$ cat config.mk
export PLATFORM = sky130hd
export DESIGN_NAME = sysmanage_responder
export DESIGN_NICKNAME = d
export VERILOG_FILES = /design/src/rtl/sysmanage_responder.sv
export SDC_FILE = /design/constraint.sdc
export NUM_CORES = 1
export LEC_CHECK = 0
export ABC_CLOCK_PERIOD_IN_PS = 2100
export BUFFER_PORTS_ARGS = -buffer_cell sky130_fd_sc_hd__buf_4
export CORE_MARGIN = 10
export CORE_UTILIZATION = 52
export DETAILED_ROUTE_END_ITERATION = 12
export GPL_TIMING_DRIVEN = 0
export PLACE_DENSITY = 0.82
export SKIP_CTS_REPAIR_TIMING = 1
export SYNTH_ARGS = -nofsm -noshare
export SYNTH_HDL_FRONTEND = slang
export SYNTH_SLANG_ARGS = --single-unit
$ cat constraint.sdc
create_clock -name clk_i -period 2.1 [get_ports clk_i]
set_input_delay 0.21 -clock clk_i [delete_from_list [all_inputs] [get_ports clk_i]]
set_output_delay 0.21 -clock clk_i [all_outputs]
set_load 0.02 [all_outputs]
$ cat src/rtl/sysmanage_responder.sv
// Slave endpoint of the PRV664 system-manage channel: accepts 8-bit commands,
// sequences cache/TLB flush handshakes with a timeout and drives the core halt level.
module sysmanage_responder #(
    parameter int unsigned TIMEOUT_CYCLES = 1024,
    parameter int unsigned TW             = $clog2(TIMEOUT_CYCLES)
) (
    input  logic       clk_i,
    input  logic       srstn_i,
    input  logic       sm_valid,
    output logic       sm_ready,
    input  logic [7:0] sm_command,
    output logic       dcache_flush_req,
    input  logic       dcache_flush_ack,
    output logic       icache_flush_req,
    input  logic       icache_flush_ack,
    output logic       tlb_flush_req,
    input  logic       tlb_flush_ack,
    output logic       core_halt_o,
    output logic       done_o,
    output logic [1:0] err_code_o
);

    localparam logic [7:0] CMD_FLUSH_I   = 8'h01;
    localparam logic [7:0] CMD_FLUSH_D   = 8'h02;
    localparam logic [7:0] CMD_FLUSH_ALL = 8'h03;
    localparam logic [7:0] CMD_FLUSH_TLB = 8'h04;
    localparam logic [7:0] CMD_HALT      = 8'h10;
    localparam logic [7:0] CMD_RESUME    = 8'h11;

    localparam logic [1:0] ERR_OK      = 2'd0;
    localparam logic [1:0] ERR_ILLEGAL = 2'd1;
    localparam logic [1:0] ERR_TIMEOUT = 2'd2;

    typedef enum logic [2:0] {
        ST_IDLE,
        ST_DFLUSH,
        ST_IFLUSH,
        ST_TFLUSH,
        ST_DONE
    } state_e;

    state_e        state_q, state_d;
    logic [7:0]    cmd_q, cmd_d;
    logic [TW-1:0] tcnt_q, tcnt_d;
    logic          ready_q, ready_d;
    logic          dreq_q, dreq_d;
    logic          ireq_q, ireq_d;
    logic          treq_q, treq_d;
    logic          halt_q, halt_d;
    logic          done_q, done_d;
    logic [1:0]    err_q, err_d;
    logic          timeout;
    logic          is_all;

    assign timeout = (tcnt_q == TW'(TIMEOUT_CYCLES - 1));
    assign is_all  = (cmd_q == CMD_FLUSH_ALL);

    // Next-state and registered-output decode.
    always_comb begin
        state_d = state_q;
        cmd_d   = cmd_q;
        halt_d  = halt_q;
        err_d   = ERR_OK;

        case (state_q)
            ST_IDLE: begin
                if (sm_valid && ready_q) begin
                    cmd_d = sm_command;
                    case (sm_command)
                        CMD_FLUSH_D, CMD_FLUSH_ALL: state_d = ST_DFLUSH;
                        CMD_FLUSH_I:                state_d = ST_IFLUSH;
                        CMD_FLUSH_TLB:              state_d = ST_TFLUSH;
                        CMD_HALT: begin
                            halt_d  = 1'b1;
                            state_d = ST_DONE;
                        end
                        CMD_RESUME: begin
                            halt_d  = 1'b0;
                            state_d = ST_DONE;
                        end
                        default: begin
                            err_d   = ERR_ILLEGAL;
                            state_d = ST_DONE;
                        end
                    endcase
                end
            end
            ST_DFLUSH: begin
                if (dcache_flush_ack) begin
                    state_d = is_all ? ST_IFLUSH : ST_DONE;
                end else if (timeout) begin
                    err_d   = ERR_TIMEOUT;
                    state_d = ST_DONE;
                end
            end
            ST_IFLUSH: begin
                if (icache_flush_ack) begin
                    state_d = is_all ? ST_TFLUSH : ST_DONE;
                end else if (timeout) begin
                    err_d   = ERR_TIMEOUT;
                    state_d = ST_DONE;
                end
            end
            ST_TFLUSH: begin
                if (tlb_flush_ack) begin
                    state_d = ST_DONE;
                end else if (timeout) begin
                    err_d   = ERR_TIMEOUT;
                    state_d = ST_DONE;
                end
            end
            ST_DONE: state_d = ST_IDLE;
            default: state_d = ST_IDLE;
        endcase

        // Counter restarts on every state change, so each flush step gets a fresh budget.
        if ((state_d != state_q) || (state_d == ST_IDLE) || (state_d == ST_DONE)) begin
            tcnt_d = '0;
        end else begin
            tcnt_d = tcnt_q + TW'(1);
        end

        ready_d = (state_d == ST_IDLE);
        dreq_d  = (state_d == ST_DFLUSH);
        ireq_d  = (state_d == ST_IFLUSH);
        treq_d  = (state_d == ST_TFLUSH);
        done_d  = (state_d == ST_DONE);
    end

    always_ff @(posedge clk_i) begin
        if (!srstn_i) begin
            state_q <= ST_IDLE;
            cmd_q   <= 8'h00;
            tcnt_q  <= '0;
            ready_q <= 1'b1;
            dreq_q  <= 1'b0;
            ireq_q  <= 1'b0;
            treq_q  <= 1'b0;
            halt_q  <= 1'b0;
            done_q  <= 1'b0;
            err_q   <= ERR_OK;
        end else begin
            state_q <= state_d;
            cmd_q   <= cmd_d;
            tcnt_q  <= tcnt_d;
            ready_q <= ready_d;
            dreq_q  <= dreq_d;
            ireq_q  <= ireq_d;
            treq_q  <= treq_d;
            halt_q  <= halt_d;
            done_q  <= done_d;
            err_q   <= err_d;
        end
    end

    assign sm_ready         = ready_q;
    assign dcache_flush_req = dreq_q;
    assign icache_flush_req = ireq_q;
    assign tlb_flush_req    = treq_q;
    assign core_halt_o      = halt_q;
    assign done_o           = done_q;
    assign err_code_o       = err_q;

endmodule
After elaboration in Yosys (flattened, before gate mapping)
Cells that the tools add are included.
{"block": "op_classes", "n_reduce_logical": 11, "muxes": 17, "eq_ne": 16, "bitwise": 1, "n_addsub": 1}
{"operator": "$eq 8x2->1 const B", "count": 3}
{"operator": "$mux 3", "count": 7}
{"operator": "$eq 8x5->1 const B", "count": 2}
{"operator": "$eq 3x2->1 const B", "count": 4}
{"operator": "$pmux 3 s4", "count": 1}
{"operator": "$add 10x1->10 const B", "count": 1}
{"operator": "$eq 10x10->1 const B", "count": 1}
{"operator": "$pmux 3 s3", "count": 1}
{"operator": "$eq 8x1->1 const B", "count": 1}
{"operator": "$eq 8x3->1 const B", "count": 1}
{"operator": "$mux 2", "count": 4}
{"operator": "$pmux 2 s4", "count": 1}
{"operator": "$eq 3x1->1 const B", "count": 2}
{"operator": "$logic_not 3->1", "count": 2}
{"operator": "$reduce_or 6->1", "count": 1}
{"operator": "$reduce_or 2->1", "count": 2}
{"operator": "$eq 3x3->1 const B", "count": 1}
{"operator": "$ne 3x3->1", "count": 1}
{"operator": "$reduce_and 3->1", "count": 1}
{"operator": "$logic_or 1x1->1", "count": 2}
{"operator": "$mux 1", "count": 2}
{"operator": "$pmux 1 s2", "count": 1}
{"operator": "$reduce_and 2->1", "count": 1}
{"operator": "$reduce_bool 2->1", "count": 1}
{"operator": "other kinds (2)", "count": 2}
{"block": "word_totals", "output_inout_bits": 8, "in_bits": 14, "reg_bits": 29}

Depth between registers and ports, before layout
Gate-level depths: netlist of the first run.
{"block": "logic_depth", "ltp_word": 9, "mapped_depth": 7, "mapped_depth_nobuf": 6}

Least setup slack after synthesis of the first run
OpenSTA, ideal clock, no wires.
{"block": "synth_timing", "path_kind": "register -> register", "start": "register tcnt_q[0]", "end": "register dreq_q (netlist: dcache_flush_req)", "required_time_ps": 1986, "stages_incl_launch_ff": 7, "t_arrival_ps": 1517, "n_path_buf": 0, "synth_period_minus_slack_ps": 1632, "setup_slack_ps": 468, "cell_sequence": "dfxtp_1 -> ha_1 -> and4_4 -> nand4_4 -> nor2b_4 -> o31a_4 -> and2b_1"}
{"block": "synth_via", "elab_chain_len": 5, "word_cells_on_any_way": 7}
{"item": "start: declaration", "line": "44", "text": "logic [TW-1:0] tcnt_q, tcnt_d;"}
{"item": "start signal: assignment", "line": "145", "text": "tcnt_q <= tcnt_d;"}
{"item": "$eq 10x10->1 *", "line": "55", "text": "assign timeout = (tcnt_q == TW'(TIMEOUT_CYCLES - 1));"}
{"item": "$mux 3 *", "line": "91, 99, 107"}
{"item": "$mux 3 (on tied branches)", "line": "105, 89, 97"}
{"item": "$pmux 3 s4 *", "line": "65", "text": "case (state_q)"}
{"item": "$eq 3x1->1 *", "line": "124", "text": "dreq_d = (state_d == ST_DFLUSH);"}
{"item": "end signal: assignment", "line": "147", "text": "dreq_q <= dreq_d;"}
{"item": "end: declaration", "line": "46", "text": "logic dreq_q, dreq_d;"}
Every way passes the cells marked *; elsewhere a longest branch is shown, timed or not.
A chain may end at the register's enable or synchronous reset.

Final worst setup path of the first run
{"block": "layout_timing", "start": "register tcnt_q[0]", "end": "register tcnt_q[4]"}
{"block": "layout_via", "elab_chain_len": 8, "word_cells_on_any_way": 13}
{"item": "$eq 10x10->1", "line": "55"}
{"item": "$mux 3", "line": "91, 99, 107"}
{"item": "$mux 3 (on tied branches)", "line": "105, 89, 97"}
{"item": "$pmux 3 s4", "line": "65"}
{"item": "$ne 3x3->1 or $logic_not 3->1 (tied branches)", "line": "117", "text": "if ((state_d != state_q) || (state_d == ST_IDLE) || (state_d == ST_DONE)) begin"}
{"item": "$logic_or 1x1->1 (2 in series)", "line": "117"}
{"item": "$reduce_or 2->1 (no source line)"}
Several ways; a longest one is shown, not always the timed one.

==> metrics.md, run 1 <==
| Metric | Value |
|---|---|
| R2R depth | 6 |
| Category of the worst setup path launch point | flip-flop |
| Setup WS pre-CTS | ~0.32 ns |
| Result of the run | finished clean |
| Via-to-Cell Ratio | 5.51 |
| Vias in the first global route | roughly 1200 |
| Adder and majority cell fraction of the synthesized area | less than 1% |
| Largest net degree at the start of global routing | 11 |
| Final worst path period share | a little over four fifths |
| Cell breakdown of the critical path | ha_1 -> and4_4 -> nand4_4 -> nor2b_4 -> o221ai_2 -> nor3_1 |
| DRC marker count from the first detailed-route iteration | 67 |
| Clock slew seen by the registers of the worst setup and hold paths | approximately 0.090 ns |
| DIE HEIGHT | between 70 and 80 um |
| Instance area at placement | 0.00165 mm2 |
| Largest stage delay, worst path | 0.42 ns |
| Number of flip-flops and latches in the synthesized netlist | 29 |
| H-Tree Depth | 2 |
| Setup repair after global routing missed its margin | false |
| Cell count after synthesis | between 100 and 150 |
| Final routed wire length divided by cell count | between 10 and 15 um |
| Average instance area after synthesis | slightly below 10 um2 |
| Number of sinks handled by clock tree synthesis | 29 |
| Weighted congestion reported at the end of routability-driven placement | ~0.85 |
| Origin of the worst setup path | tcnt_q[0] |
| Wire length of the first global-routing pass | 5000 um |
| Final Hold Viols | 0 |
| Slew @ Worst Pin | between 0.4 and 0.5 ns |
| Number of distinct library cell variants in the gate-level netlist after synthesis | 45 |
| Final setup margin | about 0.32 ns |
| Final setup vio count | 0 |
| Fraction of layout instances using a drive strength above 1 | about 31% |
| Max-slew headroom | 66.7% |
| Width of the chip | 73.0 um |
| Max-slew violation total from the final report | 0 |
| First-pass iteration count of the detailed router | 4 |
| Remaining routing DRC violations | 0 |
| Largest clock skew in the final design | 0.0127 ns |
| Number of clock buffers inserted by TritonCTS | 5 |
| Core Region | between 0.002 and 0.003 mm2 |
| Portion of netlist area occupied by mux cells | 1.37% |
| Die area | about 0.0053 mm2 |
| FF-to-FF setup slack | 0.32 ns |
| Total number of vias | 1146 |
| Crit Path Class | reg2reg |
| Static leakage | about 0.00066 uW |
| Combinational family with the most area after synthesis | simple AND/OR/NAND/NOR gates |
| Final design instance area without fill | about 0.0017 mm2 |
| Sum of overflow across all layers after global routing | 0 |
| Most used flip-flop cell after synthesis | dfxtp_1 |
| # IOs | 22 |
| Max Root-Sink Buffers | 2 |
| Kind of capture point of the worst setup path | flip-flop |
| Synth Area in Simple Gates | between 30% and 40% |
| Clk Tree Root Cell | clkbuf_4 |
| Total number of nets in the final design | roughly 190 |
| Final TNS setup | 0 ns |
| Type of the most critical hold path | in2reg |
| Count of flip-flops with a built-in enable after synthesis | 0 |
| Detailed Place HPWL | 2340 um |
| Initial antenna violation count | 0 |
| Finished Core Util | 63.4% |
| FFs w/ async S/R, synth | 0% |
| All-layer global routing usage | a little under an eighth |
| Share of the synthesized area in compound gates (AO/OA/AOI/OAI) | around 15% |
| Port Buffers | 20 |
| Cell type of the slowest stage on the worst timing path | o221ai_2 |
| Critical path required time | about 2.3 ns |
| Max FO, Critical Path | 10 |
| Max IR drop VDD | about 0.63 mV |
| Post-Synthesis Net Count | approximately 160 |
| N_diodes | 0 |
| Max Cap Viol | 0 |
| Final antenna-violating net count | 0 |
| Layout area overhead | 17.7% |
| Initial Utilization | 53.9% |
| Post-Syn Area | approximately 0.0015 mm2 |
| XOR/XNOR share of the synthesized area | 6.00% |
| Fmax achieved | between 500 and 600 MHz |
| Signal arrival time at the worst endpoint | roughly 2.0 ns |
| Final wirelength | between 2000 and 3000 um |
| Destination of the critical timing path | tcnt_q[4] |
| Final hold slack | around 0.15 ns |
| CTS tree | yes |
| Worst flop-to-flop path startpoint | tcnt_q[0] |
| Synth warn | 0 |
| Total power divided by cell area | 637 mW/mm2 |
| Minimum clock period | 1.78 ns |
| Skew-Pair Late Insertion Delay | around 0.34 ns |
| Sequential area share after synthesis | approximately two fifths |
| Worst r2r dst | tcnt_q[4] |
| Cell row count | 19 |
==> metrics by stage <==
step,std cells,total power [uW]
2_1_floorplan,149,667
3_3_place_gp,200,712
3_5_place_dp,200,717
4_1_cts,208,1100
5_1_grt,208,1140
6_report,208,1090
==> report_power, final <==
part | leakage, uW | internal, uW | switching, uW
Clock | 0.0000413 | 194 | 197
Combinational | 0.000387 | 55.3 | 70.5
Sequential | 0.000236 | 566 | 11.4
==> layer usage <==
| layer | global-route usage [%] | vias up | wire length [um] |
|---|---|---|---|
| li1 | - | 580 | - |
| met1 | 13.1 | 535 | 1290 |
| met2 | 18.9 | 25 | 1400 |
| met3 | 4.35 | 6 | 188 |
| met4 | 6.96 | 0 | 46 |
| met5 | 0 | - | 0 |
==> cell type report <==
type / count / area, um2
buffer: 5 / 36.3
clock buffer: 7 / 65.1
clock inverter: 1 / 5.00
fill: 228 / 991
inverter: 1 / 3.75
multi-input combinational: 114 / 840
sequential: 29 / 581
tap: 31 / 38.8
timing repair buffer: 20 / 150
==> logic make-up after synthesis <==
group	after synthesis
AOI/OAI and AO/OA	20
xor gates and xnor gates	10
adders and majority gates	1
buffers and inverters	6
DFF	29
muxes	2
and+or+nand+nor	81
==> how the worst min path moves through the flow <==
| stage | endpoint | slack, ns | depth (start not counted) | startpoint |
|---|---|---|---|---|
| after global placement | cmd_q[1] | 0.45 | 2 | cmd_q[1] |
| final | cmd_q[7] | 0.15 | 3 | sm_command[7] |
| after CTS | cmd_q[7] | 0.15 | 3 | sm_command[7] |
| after detailed placement | cmd_q[2] | 0.47 | 2 | cmd_q[2] |
| after floorplan | cmd_q[0] | 0.35 | 2 | sm_command[0] |
| after global routing | state_q[0] | 0.15 | 2 | srstn_i |
==> sequential cells by signal, summed over array words and instances (netlist names) <==
name	flops
sm_ready	1
done_o	1
tcnt_q	10
tlb_flush_req	1
dcache_flush_req	1
err_code_o	2
icache_flush_req	1
core_halt_o	1
cmd_q	8
state_q	3
==> cells in the final DEF, fill, tap and decap left out, types with 2 or more instances in the layout <==
cell,Yosys,layout
a21boi_0,8,8
a21oi_1,2,2
a31oi_4,2,2
and3_1,3,3
buf_4,0,20
buf_6,2,2
clkbuf_4,0,5
clkbuf_8,0,2
dfxtp_1,29,29
mux2i_1,2,2
nand2_1,23,23
nand2b_1,3,3
nand3_1,10,10
nand3_4,2,2
nand3b_1,2,2
nor2_1,7,7
nor2b_1,4,4
nor3_1,11,11
nor3_2,2,2
xnor2_1,6,6
xor2_1,4,4
==> synth_stat cells, drive strengths merged, types with 2 or more instances <==
master / n / area share [%]
dfxtp: 29 / 40
nand2: 23 / 5.9
nor3: 13 / 5.1
nand3: 12 / 5.8
a21boi: 8 / 4.1
nor2: 7 / 1.8
xnor2: 6 / 3.6
nor2b: 5 / 2.7
xor2: 4 / 2.4
a21oi: 3 / 1.3
a31oi: 3 / 3.3
and3: 3 / 1.3
buf: 3 / 1.9
nand2b: 3 / 1.3
and2: 2 / 1.1
and2b: 2 / 1.1
clkbuf: 2 / 0.60
mux2i: 2 / 1.4
nand3b: 2 / 1.0
nand4: 2 / 1.9
nor4: 2 / 1.3
==> critical path, delay by kind of cell (launching register included) <==
kind,cells,cell delay (ns)
DFF,1,0.38
AOI/OAI and AO/OA,1,0.42
adders and majority gates,1,0.23
and+or+nand+nor,4,0.63
No activity file was read; power rests on OpenSTA's default activity.
==> inputs of run 2 (changes only) <==
--- a/config.mk
+++ b/config.mk
@@ -5,7 +5,7 @@
 export SDC_FILE = /design/constraint.sdc
 export NUM_CORES = 1
 export LEC_CHECK = 0
-export ABC_CLOCK_PERIOD_IN_PS = 2100
+export ABC_CLOCK_PERIOD_IN_PS = 1760
 export BUFFER_PORTS_ARGS = -buffer_cell sky130_fd_sc_hd__buf_4
 export CORE_MARGIN = 10
 export CORE_UTILIZATION = 52
==> constraint.sdc (replaced) <==
create_clock -name clk_i -period 1.76 [get_ports clk_i]
set_input_delay 0.176 -clock clk_i [delete_from_list [all_inputs] [get_ports clk_i]]
set_output_delay 0.176 -clock clk_i [all_outputs]
set_load 0.02 [all_outputs]
==> run 2 against run 1 <==
Effect of this change:
- die area unchanged
- flip-flop and latch count unchanged
- clock power increased by 19%
- cell count increased by 0.48%
- clock skew increased by 0.0030 ns
- global-route usage unchanged
- first-iteration DRC count increased by 6.0%
- hold slack got worse by 0.027 ns
- critical endpoint is now dcache_flush_req
- register-to-register slack got worse by 0.28 ns
==> metrics.md, run 2 (synthesized netlist as in run 1, its figures left out) <==
| Metric | Value |
|---|---|
| Post-layout power | 1310 uW (was 1090 uW) |
| Type of the most critical hold path | in2reg (unchanged) |
| Clock power frac | 35.5% (was 35.7%) |
| Width of the chip | 73.0 um (unchanged) |
| Setup WS pre-CTS | -0.0158 ns (was 0.324 ns) |
| Kind of capture point of the worst setup path | flip-flop (unchanged) |
| Number of sinks handled by clock tree synthesis | 29 (unchanged) |
| Weighted congestion reported at the end of routability-driven placement | 0.847 (unchanged) |
| Final setup margin | 0.0401 ns (was 0.317 ns) |
| Commonest cells after routing, fill and taps aside | dfxtp_1 (28), nand2_1 (23), buf_4 (20), nor3_1 (11), nand3_1 (10) (was dfxtp_1 (29), nand2_1 (23), buf_4 (20), nor3_1 (11), nand3_1 (10)) |
| DRC marker count from the first detailed-route iteration | 71 (was 67) |
| Final antenna-violating net count | 0 (unchanged) |
| Switching part of the total power | 25.7% (was 25.5%) |
| Net switching power | 336 uW (was 279 uW) |
| DIE HEIGHT | 73.0 um (unchanged) |
| Largest stage delay, worst path | 0.41 ns (was 0.42 ns) |
| Via-to-Cell Ratio | 5.66 (was 5.51) |
| First-pass iteration count of the detailed router | 4 (unchanged) |
| Number of flip-flops in the largest register | 10 (unchanged) |
| Final setup vio count | 0 (unchanged) |
| Number of clock buffers inserted by TritonCTS | 5 (unchanged) |
| Cell breakdown of the critical path | ha_4 -> and4_4 -> nand4_4 -> nor2b_4 -> o31a_4 -> and2b_1 (was ha_1 -> and4_4 -> nand4_4 -> nor2b_4 -> o221ai_2 -> nor3_1) |
| Clock slew seen by the registers of the worst setup and hold paths | 0.10 ns (was 0.09 ns) |
| All-layer global routing usage | 11.9% (unchanged) |
| Destination of the critical timing path | dcache_flush_req (was tcnt_q[4]) |
| Sum of overflow across all layers after global routing | 0 (unchanged) |
| Signal arrival time at the worst endpoint | 1.95 ns (was 1.98 ns) |
| Max Root-Sink Buffers | 2 (unchanged) |
| Clk Tree Root Cell | clkbuf_4 (unchanged) |
| Total number of vias | 1182 (was 1146) |
| Fraction of layout instances using a drive strength above 1 | 32.6% (was 30.5%) |
| Share of power burned in combinational logic | 11.8% (was 11.5%) |
| Fmax achieved | 581 MHz (was 561 MHz) |
| Worst r2r dst | dcache_flush_req (was tcnt_q[4]) |
| R2R depth | 6 (unchanged) |
| Crit Path Class | reg2reg (unchanged) |
| Max IR drop VDD | 0.754 mV (was 0.629 mV) |
| Wire length of the first global-routing pass | 5000 um (unchanged) |
| Die area | 0.00533 mm2 (unchanged) |
| Total number of nets in the final design | 192 (was 191) |
| Worst flop-to-flop path startpoint | tcnt_q[1] (was tcnt_q[0]) |
| Final Hold Viols | 0 (unchanged) |
| N_diodes | 0 (unchanged) |
| Port Buffers | 20 (unchanged) |
| Detailed Place HPWL | 2340 um (unchanged) |
| Max-slew headroom | 65.8% (was 66.7%) |
| Top register by number of flip-flops | tcnt_q (unchanged) |
| Cell row count | 19 (unchanged) |
| Crit-path leading delay family | simple AND/OR/NAND/NOR gates (unchanged) |
| Minimum clock period | 1.72 ns (was 1.78 ns) |
| Final hold slack | 0.122 ns (was 0.149 ns) |
| Initial antenna violation count | 0 (unchanged) |
| Final routed wire length divided by cell count | 15.1 um (was 14.1 um) |
| Core Region | 0.00271 mm2 (unchanged) |
| H-Tree Depth | 2 (unchanged) |
| Result of the run | finished clean (unchanged) |
| Final wirelength | 3150 um (was 2930 um) |
| Origin of the worst setup path | tcnt_q[1] (was tcnt_q[0]) |
| FF-to-FF setup slack | 0.04 ns (was 0.32 ns) |
| Largest clock skew in the final design | 0.0157 ns (was 0.0127 ns) |
| # IOs | 22 (unchanged) |
| Registers with the highest flip-flop counts | tcnt_q x10, cmd_q x8, state_q x3 (unchanged) |
| Initial Utilization | 53.9% (unchanged) |
| Pint | 974 uW (was 815 uW) |
| Most common library cell in the layout ignoring fill and taps | dfxtp_1 (unchanged) |
| Total power divided by cell area | 741 mW/mm2 (was 637 mW/mm2) |
| Final worst path period share | 97.7% (was 84.9%) |
| Static leakage | 0.000666 uW (was 0.000664 uW) |
| Max-slew violation total from the final report | 0 (unchanged) |
| Remaining routing DRC violations | 0 (unchanged) |
| Skew-Pair Late Insertion Delay | 0.33 ns (was 0.34 ns) |
| Slew @ Worst Pin | 0.499 ns (about the same) |
| CTS tree | yes (unchanged) |
| Final TNS setup | 0 ns (unchanged) |
| Cell type of the slowest stage on the worst timing path | dfxtp_1 (was o221ai_2) |
| Max Cap Viol | 0 (unchanged) |
| Number of buffers and inverters on the critical path | 0 (unchanged) |
| Reg power frac | 52.7% (was 52.8%) |
| Category of the worst setup path launch point | flip-flop (unchanged) |
| Layout area overhead | 21.1% (was 17.7%) |
| Vias in the first global route | 1157 (unchanged) |
| Largest net degree at the start of global routing | 11 (unchanged) |
| Max FO, Critical Path | 4 (was 10) |
| Critical path required time | 1.99 ns (was 2.30 ns) |
| Logic depth of the worst setup path including buffers | 6 (unchanged) |
## run 2: cell types whose count changed in the layout (fill, tap and decap cells not counted), sizes merged
cell | before | now
o221ai | 1 | 2
## run 2: how the worst min path moves through the flow
stage | slack (ns) | endpoint | start | depth (start not counted)
5_1_grt | 0.12 | state_q[0] | srstn_i | 2
2_1_floorplan | 0.32 | cmd_q[0] | sm_command[0] | 2
3_5_place_dp | 0.46 | cmd_q[7] | sm_command[7] | 3
4_1_cts | 0.11 | cmd_q[7] | sm_command[7] | 3
6_report | 0.12 | cmd_q[7] | sm_command[7] | 3
3_3_place_gp | 0.45 | cmd_q[7] | sm_command[7] | 3
## run 2: worst min-delay path: cells and delay by family
| family | cells | cell delay, ns |
|---|---|---|
| buffers and inverters | 1 | 0.11 |
| AOI/OAI and AO/OA | 1 | 0.06 |
| and+or+nand+nor | 1 | 0.04 |
## run 2: power groups by stage
stage / sequential (uW) / combinational [uW] / clock, uW
after floorplan: 708 / 88.2 / 0
after global placement: 704 / 146 / 0
after detailed placement: 705 / 151 / 0
after CTS: 690 / 152 / 471
after global routing: 693 / 171 / 498
final: 690 / 155 / 466
## run 2: cell type report
cell class,count,area [um2]
inverters,1,3.75
clock inverters,1,5.00
clock buffers,7,65.1
plain buffers,5,36.3
fillers,219,942
flip-flops and latches,29,582
well taps,31,38.8
multi-input cells,115,887
repair buffers,20,150
## run 2: through the flow
step	utilization [%]	cell area (um2)	instances
floorplan	-	1460	149
global placement	60.8	1650	200
detailed placement	60.8	1650	200
CTS	63.4	1720	208
global route	65.2	1770	209
finish	65.2	1770	209
## run 2: layer usage
layer  vias up  wire (um)  GRT usage, %
li1        590          -             -
met2        34       1570          18.9
met4         0         29          6.96
met1       554       1340          13.1
met5         -          0             0
met3         4        210          4.35
